--- src/rtl/tile_accumulator.sv ---
// Accumulates NUM_TILES signed partial sums plus a bias, then requantizes the sum
// (round-half-up shift, optional ReLU, saturation) and offers one activation on a valid/ready port.
`ifndef DATA_WIDTH
`define DATA_WIDTH 8
`endif
`ifndef ACC_WIDTH
`define ACC_WIDTH 20
`endif

module tile_accumulator #(
    parameter int DATA_WIDTH  = `DATA_WIDTH,
    parameter int ACC_WIDTH   = `ACC_WIDTH,
    parameter int NUM_TILES   = 4,
    parameter int SUM_WIDTH   = ACC_WIDTH + $clog2(NUM_TILES) + 1,
    parameter int SHIFT_WIDTH = $clog2(SUM_WIDTH)
) (
    input  logic                          clk,
    input  logic                          rst_n,
    input  logic                          dp_valid,
    output logic                          dp_ready,
    input  logic signed [ACC_WIDTH-1:0]   dp,
    input  logic signed [ACC_WIDTH-1:0]   bias,
    input  logic        [SHIFT_WIDTH-1:0] shift,
    input  logic                          relu_en,
    output logic                          out_valid,
    input  logic                          out_ready,
    output logic signed [DATA_WIDTH-1:0]  out,
    output logic                          out_sat,
    output logic                          busy
);

    localparam int CNT_W = $clog2(NUM_TILES + 1);
    localparam int RW    = SUM_WIDTH + 1;
    localparam logic signed [RW-1:0] OUT_MAX = RW'((2 ** (DATA_WIDTH - 1)) - 1);
    localparam logic signed [RW-1:0] OUT_MIN = -RW'(2 ** (DATA_WIDTH - 1));

    typedef enum logic [1:0] {
        IDLE    = 2'd0,
        ACCUM   = 2'd1,
        REQUANT = 2'd2,
        OUTPUT  = 2'd3
    } state_t;

    state_t                        state_q, state_d;
    logic signed [SUM_WIDTH-1:0]   acc_q, acc_d;
    logic        [CNT_W-1:0]       cnt_q, cnt_d;
    logic        [SHIFT_WIDTH-1:0] shift_q, shift_d;
    logic                          relu_q, relu_d;
    logic signed [DATA_WIDTH-1:0]  out_q, out_d;
    logic                          out_sat_q, out_sat_d;
    logic                          out_valid_q, out_valid_d;

    logic signed [SUM_WIDTH-1:0]   dp_ext, bias_ext;
    logic signed [RW-1:0]          acc_ext, half, rounded, rectified, clamped;
    logic                          clamp_hit;

    assign dp_ext   = {{(SUM_WIDTH - ACC_WIDTH){dp[ACC_WIDTH-1]}}, dp};
    assign bias_ext = {{(SUM_WIDTH - ACC_WIDTH){bias[ACC_WIDTH-1]}}, bias};

    // Requantization: one extra bit of headroom so adding the rounding half can never wrap.
    always_comb begin
        acc_ext = {acc_q[SUM_WIDTH-1], acc_q};
        half    = '0;
        if (shift_q != '0) begin
            half = RW'(1) << (shift_q - SHIFT_WIDTH'(1));
        end
        rounded   = (acc_ext + half) >>> shift_q;
        rectified = (relu_q && rounded < 0) ? '0 : rounded;
        clamped   = rectified;
        clamp_hit = 1'b0;
        if (rectified > OUT_MAX) begin
            clamped   = OUT_MAX;
            clamp_hit = 1'b1;
        end else if (rectified < OUT_MIN) begin
            clamped   = OUT_MIN;
            clamp_hit = 1'b1;
        end
    end

    always_comb begin
        state_d     = state_q;
        acc_d       = acc_q;
        cnt_d       = cnt_q;
        shift_d     = shift_q;
        relu_d      = relu_q;
        out_d       = out_q;
        out_sat_d   = out_sat_q;
        out_valid_d = out_valid_q;
        case (state_q)
            IDLE: begin
                if (dp_valid) begin
                    acc_d   = bias_ext + dp_ext;
                    shift_d = shift;
                    relu_d  = relu_en;
                    cnt_d   = CNT_W'(1);
                    state_d = (NUM_TILES == 1) ? REQUANT : ACCUM;
                end
            end
            ACCUM: begin
                if (dp_valid) begin
                    acc_d = acc_q + dp_ext;
                    cnt_d = cnt_q + CNT_W'(1);
                    if (cnt_q == CNT_W'(NUM_TILES - 1)) begin
                        state_d = REQUANT;
                    end
                end
            end
            REQUANT: begin
                out_d       = clamped[DATA_WIDTH-1:0];
                out_sat_d   = clamp_hit;
                out_valid_d = 1'b1;
                state_d     = OUTPUT;
            end
            OUTPUT: begin
                if (out_ready) begin
                    out_valid_d = 1'b0;
                    state_d     = IDLE;
                end
            end
            default: state_d = IDLE;
        endcase
    end

    always_ff @(posedge clk or negedge rst_n) begin
        if (!rst_n) begin
            state_q     <= IDLE;
            acc_q       <= '0;
            cnt_q       <= '0;
            shift_q     <= '0;
            relu_q      <= 1'b0;
            out_q       <= '0;
            out_sat_q   <= 1'b0;
            out_valid_q <= 1'b0;
        end else begin
            state_q     <= state_d;
            acc_q       <= acc_d;
            cnt_q       <= cnt_d;
            shift_q     <= shift_d;
            relu_q      <= relu_d;
            out_q       <= out_d;
            out_sat_q   <= out_sat_d;
            out_valid_q <= out_valid_d;
        end
    end

    // Beats are taken only while gathering a group; REQUANT/OUTPUT stall the producer.
    assign dp_ready  = (state_q == IDLE) || (state_q == ACCUM);
    assign busy      = (state_q != IDLE);
    assign out       = out_q;
    assign out_sat   = out_sat_q;
    assign out_valid = out_valid_q;

endmodule

--- config.mk ---
export PLATFORM = sky130hd
export DESIGN_NAME = tile_accumulator
export DESIGN_NICKNAME = d
export VERILOG_FILES = /design/src/rtl/tile_accumulator.sv
export SDC_FILE = /design/constraint.sdc
export NUM_CORES = 1
export LEC_CHECK = 0
export ABC_AREA = 0
export BUFFER_PORTS_ARGS = -buffer_cell sky130_fd_sc_hd__buf_2
export CELL_PAD_IN_SITES_DETAIL_PLACEMENT = 1
export CELL_PAD_IN_SITES_GLOBAL_PLACEMENT = 2
export CORE_MARGIN = 8
export CORE_UTILIZATION = 32
export DETAILED_ROUTE_END_ITERATION = 10
export PLACE_DENSITY_LB_ADDON = 0.1
export SYNTH_ARGS = -nofsm -noshare
export SYNTH_HDL_FRONTEND = slang
export SYNTH_SLANG_ARGS = --single-unit
--- constraint.sdc ---
create_clock -name clk -period 5.56 [get_ports clk]
set_clock_uncertainty 0.05 [all_clocks]
set_input_delay 1.112 -clock clk [delete_from_list [all_inputs] [get_ports clk]]
set_output_delay 1.112 -clock clk [all_outputs]
set_load 0.02 [all_outputs]
Word level (Yosys, flattened, before mapping)
Cells that the tools add are included.
{"block": "totals", "input_bits": 50, "regBits": 44, "wordCells": 56}
{"block": "op_classes", "magnitude_cmp": 3, "mux": 19, "shift": 2, "n_addsub": 5, "n_eq_ne": 8, "reduce_logical": 11}
{"operator": "$mux 24", "n": 2}
{"operator": "$mux 23", "n": 2}
{"operator": "$pmux 23 s2", "n": 1}
{"operator": "$add 23x24->24", "n": 1}
{"operator": "$gt 24x8->1 const B", "n": 1}
{"operator": "$lt 24x1->1 const B", "n": 1}
{"operator": "$lt 24x8->1 const B", "n": 1}
{"operator": "$shl 1x5->24 const A", "n": 1}
{"operator": "$sshr 24x5->24", "n": 1}
{"operator": "$add 23x20->23", "n": 1}
{"operator": "$add 20x20->21", "n": 1}
{"operator": "$mux 8", "n": 2}
{"operator": "$mux 2", "n": 4}
{"operator": "$ne 2x2->1 const B", "n": 4}
{"operator": "$pmux 2 s4", "n": 1}
{"operator": "$mux 3", "n": 2}
{"operator": "$pmux 3 s2", "n": 1}
{"operator": "$reduce_bool 2->1", "n": 3}
{"operator": "$reduce_bool 5->1", "n": 1}
{"operator": "$sub 5x1->5 const B", "n": 1}
{"operator": "$eq 2x2->1 const B", "n": 2}
{"operator": "$reduce_and 2->1", "n": 2}
{"operator": "$reduce_and 4->1", "n": 1}
{"operator": "$add 3x1->3 const B", "n": 1}
{"operator": "other kinds (8)", "n": 10}

Longest topological paths before layout
{"block": "logic_depth", "ltp_word": 11, "depth_mapped": 21}

Worst setup path after synthesis
OpenSTA, ideal clock, no wires.
{"block": "synth_timing", "path_kind": "reg2reg", "startpoint": "register shift_q[2]", "endpoint": "register out_q[1], in the netlist out[1]", "t_required_ns": 5.420, "setup_ns": 0.090, "synth_period_minus_slack_ns": 5.427, "path_stages_with_launch": 22, "slack_ns": 0.133, "arrival_ns": 5.287, "path_cell_list": "dfrtp_1 > clkbuf_1 > clkbuf_1 > buf_1 > buf_1 > nand3_1 > nor2_1 > ha_1 > clkbuf_1 > a21oi_1 > nor2_1 > a211oi_1 > o21a_1 > and2_1 > buf_6 > xnor3_2 > mux2_4 > a311oi_2 > nand4_1 > or4_1 > o41a_1 > o221ai_1"}
{"block": "synth_via", "elab_chain_cells": 11, "word_cells_on_any_way": 13, "cone_classes": "2 x add/sub; 3 x order compare; 2 x shift; 4 x mux; 2 x reduce/logical"}
{"item": "from (decl)", "line_no": "47", "text": "logic [SHIFT_WIDTH-1:0] shift_q, shift_d;"}
{"item": "from (signal assigned)", "line_no": "138", "text": "shift_q <= shift_d;"}
{"item": "$sub 5x1->5", "line_no": "65", "text": "half = RW'(1) << (shift_q - SHIFT_WIDTH'(1));"}
{"item": "$shl 1x5->24", "line_no": "65"}
{"item": "$mux 24", "line_no": "64", "text": "if (shift_q != '0) begin"}
{"item": "$add 23x24->24", "line_no": "67", "text": "rounded = (acc_ext + half) >>> shift_q;"}
{"item": "$sshr 24x5->24 (*)", "line_no": "67"}
{"item": "$lt 24x1->1", "line_no": "68", "text": "rectified = (relu_q && rounded < 0) ? '0 : rounded;"}
{"item": "$logic_and 1x1->1", "line_no": "68"}
{"item": "$mux 24 (*)", "line_no": "68"}
{"item": "$lt 24x8->1", "line_no": "74", "text": "end else if (rectified < OUT_MIN) begin"}
{"item": "$mux 8", "line_no": "74"}
{"item": "$mux 8 (*)", "line_no": "71", "text": "if (rectified > OUT_MAX) begin"}
{"item": "to (signal assigned)", "line_no": "140", "text": "out_q <= out_d;"}
{"item": "to (decl)", "line_no": "49", "text": "logic signed [DATA_WIDTH-1:0] out_q, out_d;"}
Mark *: on every way between the ends. The rest lies on a longest branch, timed or not.
A chain may end at the register's enable or synchronous reset.

Worst setup path in the final report
{"block": "layout_timing", "startpoint": "register shift_q[1]", "endpoint": "register out_q[1], in the netlist out[1]"}
The elaborated chain is that of the path after synthesis.

==> flow_summary.rst <==
.. list-table::
   :header-rows: 1

   * - Metric
     - Value
   * - Worst-case setup slack after placement
     - 0.0331 ns
   * - Number of DRC violations after detailed routing
     - 0
   * - Max-slew headroom at the worst pin
     - 38.5%
   * - Number of synthesized flops with an enable pin
     - 0
   * - Final setup violation count
     - 0
   * - Data arrival time of the worst path
     - 5.45 ns
   * - Unique masters post-synth
     - 78
   * - Sum of routed wire length over all layers
     - 27.5 mm
   * - WHS Path Cells
     - 2
   * - Crit Reg-Reg Startpoint
     - shift_q[1]
   * - Routed via count
     - 7,828
   * - Count of TritonRoute iterations in the first routing pass
     - 5
   * - Hold path startpoint
     - cnt_q[1]
   * - Proportion of synthesized flip-flops having asynchronous set or reset
     - 100%
   * - Max-cap check violation count
     - 0
   * - Synth area leader
     - sky130_fd_sc_hd__dfrtp_1
   * - Commonest cells in the synthesized netlist
     - sky130_fd_sc_hd__nand2_1 (102), sky130_fd_sc_hd__nor2_1 (97), sky130_fd_sc_hd__a21oi_1 (92)
   * - Critical path endpoint category
     - flop
   * - Count of fill cells added during filler insertion
     - 2,754
   * - Antenna Violating Nets Remaining
     - 0
   * - Routed wirelength normalized by instance count
     - 20.6 um
   * - Pwr dens
     - 659 mW/mm^2
   * - RSZ-0062 raised after global routing
     - no
   * - Inst Count DP
     - 1,326
   * - Maximum clock frequency
     - 189 MHz
   * - Most used flip-flop cell after synthesis
     - sky130_fd_sc_hd__dfrtp_1
   * - Cell row count
     - 54
   * - Chip width
     - 165 um
   * - Critical path fanouts, max
     - 9
   * - Pins over their slew limit
     - 0
   * - Final #Nets
     - 1,180
   * - Most frequent cell after synthesis
     - sky130_fd_sc_hd__nand2_1
   * - Detailed placement HPWL
     - 22.6 mm
   * - Initial antenna violation count
     - 0
   * - Overall fraction of global-route tracks in use
     - 20.5%
   * - Critical path cell sequence
     - inv_1, nand2_1, nor2_1, ha_1, a21oi_1, buf_4, a31oi_1, a311oi_1, buf_4, o21ai_2, a2111oi_0, nor3_1, buf_4, a21oi_1, a2111oi_0, nand4_1, or4_1, o41a_1, o221ai_1
   * - DR iter-0 viols
     - 452
   * - Overflow left after global routing
     - 0
   * - Number of cells in the finished layout apart from fillers
     - 1,336
   * - Final weighted congestion in routability-driven placement
     - 0.899
   * - Area of the die
     - 0.0273 mm^2
   * - Placed instance area
     - 0.00807 mm^2
   * - Number of top-level pins
     - 62
   * - CP Class
     - flop to flop
   * - H-tree level count
     - 2
   * - Transition time at the pin with the least slew margin
     - 0.919 ns
   * - Endpoint with the worst hold slack
     - cnt_q[1]
   * - Biggest area contributors in the synthesized netlist
     - sky130_fd_sc_hd__dfrtp_1 (15%), sky130_fd_sc_hd__ha_1 (13%), sky130_fd_sc_hd__a21oi_1 (6.5%)
   * - Share of final-layout standard cells stronger than drive strength 1
     - 16.3%
   * - # port buffers
     - 61
   * - Antenna diodes
     - 0
   * - Final setup TNS
     - 0 ns
   * - Maximum number of pins on one net before global-route repair
     - 45
   * - Final min period
     - 5.29 ns
   * - Required arrival time at the worst endpoint
     - 5.72 ns
   * - Static power due to leakage
     - 3.64 nW
   * - Insertion delay of the later-clocked pin in the worst-skew pair
     - 0.30 ns
   * - Clock root buffer
     - sky130_fd_sc_hd__clkbuf_16
   * - Core Box Area
     - 0.0218 mm^2
   * - Vertical die dimension
     - 165 um
   * - Outcome
     - complete, no violations
   * - Worst vdd rail ir drop
     - 173 uV
   * - Hold crit path type
     - flop to flop
   * - Number of buffers on the longest clock path
     - 2
   * - Mean instance size in the synthesized netlist
     - 7.33 um^2
   * - Post-CTS clock slew at the launch and capture registers of the worst setup and hold paths
     - 0.07 ns
   * - Type of origin of the critical path
     - flop
   * - Final Total Pwr
     - 5.45 mW
   * - Proportion of netlist area held by the largest area contributor
     - 15.4%
   * - Minimum setup slack in the final design
     - 0.275 ns
   * - Synth Instances
     - 973
   * - CTS tree
     - built
   * - Vias per inst
     - 5.86
   * - Post-synthesis cell area
     - 0.00713 mm^2
   * - Post-Synthesis Net Count
     - 1,098
   * - Critical path's slowest cell
     - sky130_fd_sc_hd__or4_1
   * - Number of global-route vias before repair
     - 8,013
   * - Wire length of the first global-routing pass
     - 44.4 mm
   * - Post-Route Utilization
     - 37.9%
   * - Sequential cell area fraction in the yosys report
     - 15.4%
   * - Final hold slack
     - 0.428 ns
   * - Period utilization
     - 95.1%
   * - CTS Buf Count
     - 5
   * - Reg-to-reg critical path endpoint
     - out[1]
   * - Crit-path most repeated cell
     - sky130_fd_sc_hd__buf_4
   * - Initial Utilization
     - 32.7%
   * - Synthesis-to-finish area growth
     - 16.1%
   * - Synthesis Warnings
     - 0
   * - Setup slack of the worst register-to-register path
     - 0.27 ns
   * - Final instance area
     - 0.00828 mm^2
   * - Seq cells post-synth
     - 44
   * - Fin. Hold Viols
     - 0
   * - Clk sink count
     - 44
   * - Number of cells on the worst reg-to-reg path
     - 19
   * - Largest stage delay on the critical path
     - 0.56 ns
-- layout make-up --
class | instances | area, um^2 | share of cell area [%]
Multi-Input combinational cell | 836 | 5700 | 68.9
Sequential cell | 44 | 1100 | 13.3
Timing Repair Buffer | 129 | 816 | 9.85
Tap cell | 280 | 350 | 4.23
Inverter | 39 | 146 | 1.77
Clock buffer | 6 | 129 | 1.56
Clock inverter | 2 | 35.0 | 0.423
-- metal layers --
metal	vias up	part of all wire (%)	track usage, %	wire (um)
li1	3847	-	-	-
met1	3812	49	28.2	13600
met2	134	46	33.7	12700
met3	35	2.6	1.71	719
met4	0	2.1	5.44	571
met5	-	0	0	0
-- worst max-delay path by stage --
stage | endpoint | slack, ns | from
final | out[1] | 0.27 | shift_q[1]
after global placement | out[1] | 0.06 | shift_q[1]
after global routing | out[3] | 0.03 | shift_q[3]
after CTS | out[1] | 0.02 | shift_q[1]
after detailed placement | out[1] | 0.03 | shift_q[1]
after floorplan | out[1] | 0.13 | shift_q[2]
-- state kept, by name, indices dropped and copies added (netlist names) --
register / flops
relu_q: 1
out_valid: 1
out: 8
cnt_q: 3
acc_q: 23
out_sat: 1
shift_q: 5
state_q: 2
-- power breakdown --
part | internal (mW) | switching (mW)
Clock | 0.212 | 0.146
Sequential | 0.487 | 0.159
Combinational | 1.71 | 2.74
Total | 2.40 | 3.05
-- worst max-delay path: cells and delay by family, from the launching register on --
family,cells,cell delay (ns)
compound gates,9,2.16
fa+ha+maj,1,0.49
buf+inv,4,0.62
flops,1,0.46
simple gates,5,1.41
-- layout by cell type (no fill, tap or decap), types with 17 or more instances in the layout --
| master | count |
|---|---|
| sky130_fd_sc_hd__nand2_1 | 101 |
| sky130_fd_sc_hd__nor2_1 | 97 |
| sky130_fd_sc_hd__a21oi_1 | 91 |
| sky130_fd_sc_hd__ha_1 | 72 |
| sky130_fd_sc_hd__buf_4 | 68 |
| sky130_fd_sc_hd__buf_2 | 61 |
| sky130_fd_sc_hd__o21ai_0 | 60 |
| sky130_fd_sc_hd__dfrtp_1 | 44 |
| sky130_fd_sc_hd__inv_1 | 38 |
| sky130_fd_sc_hd__xnor2_1 | 32 |
| sky130_fd_sc_hd__nor3_1 | 28 |
| sky130_fd_sc_hd__a211oi_1 | 24 |
| sky130_fd_sc_hd__mux2i_1 | 20 |
| sky130_fd_sc_hd__a31oi_1 | 17 |
-- kinds of logic (layout without fill, tap and decap cells) --
| kind of cell | after synthesis | in the layout | share of synthesized area, % |
|---|---|---|---|
| simple gates | 331 | 331 | 21.8 |
| buf+inv | 93 | 176 | 5.05 |
| flops | 44 | 44 | 15.4 |
| compound gates | 352 | 352 | 33.4 |
| xor+xnor | 47 | 47 | 6.19 |
| mux | 31 | 31 | 4.60 |
| fa+ha+maj | 75 | 75 | 13.5 |
-- what timing repair did --
item                                   4_1_cts  5_1_grt
gates resized for setup                      0       10
hold buffers                                 0        0
setup buffers                                0        2
endpoints found under the hold margin        0        0
setup endpoints to repair                    0        9
Power figures use the tool's default switching activity.
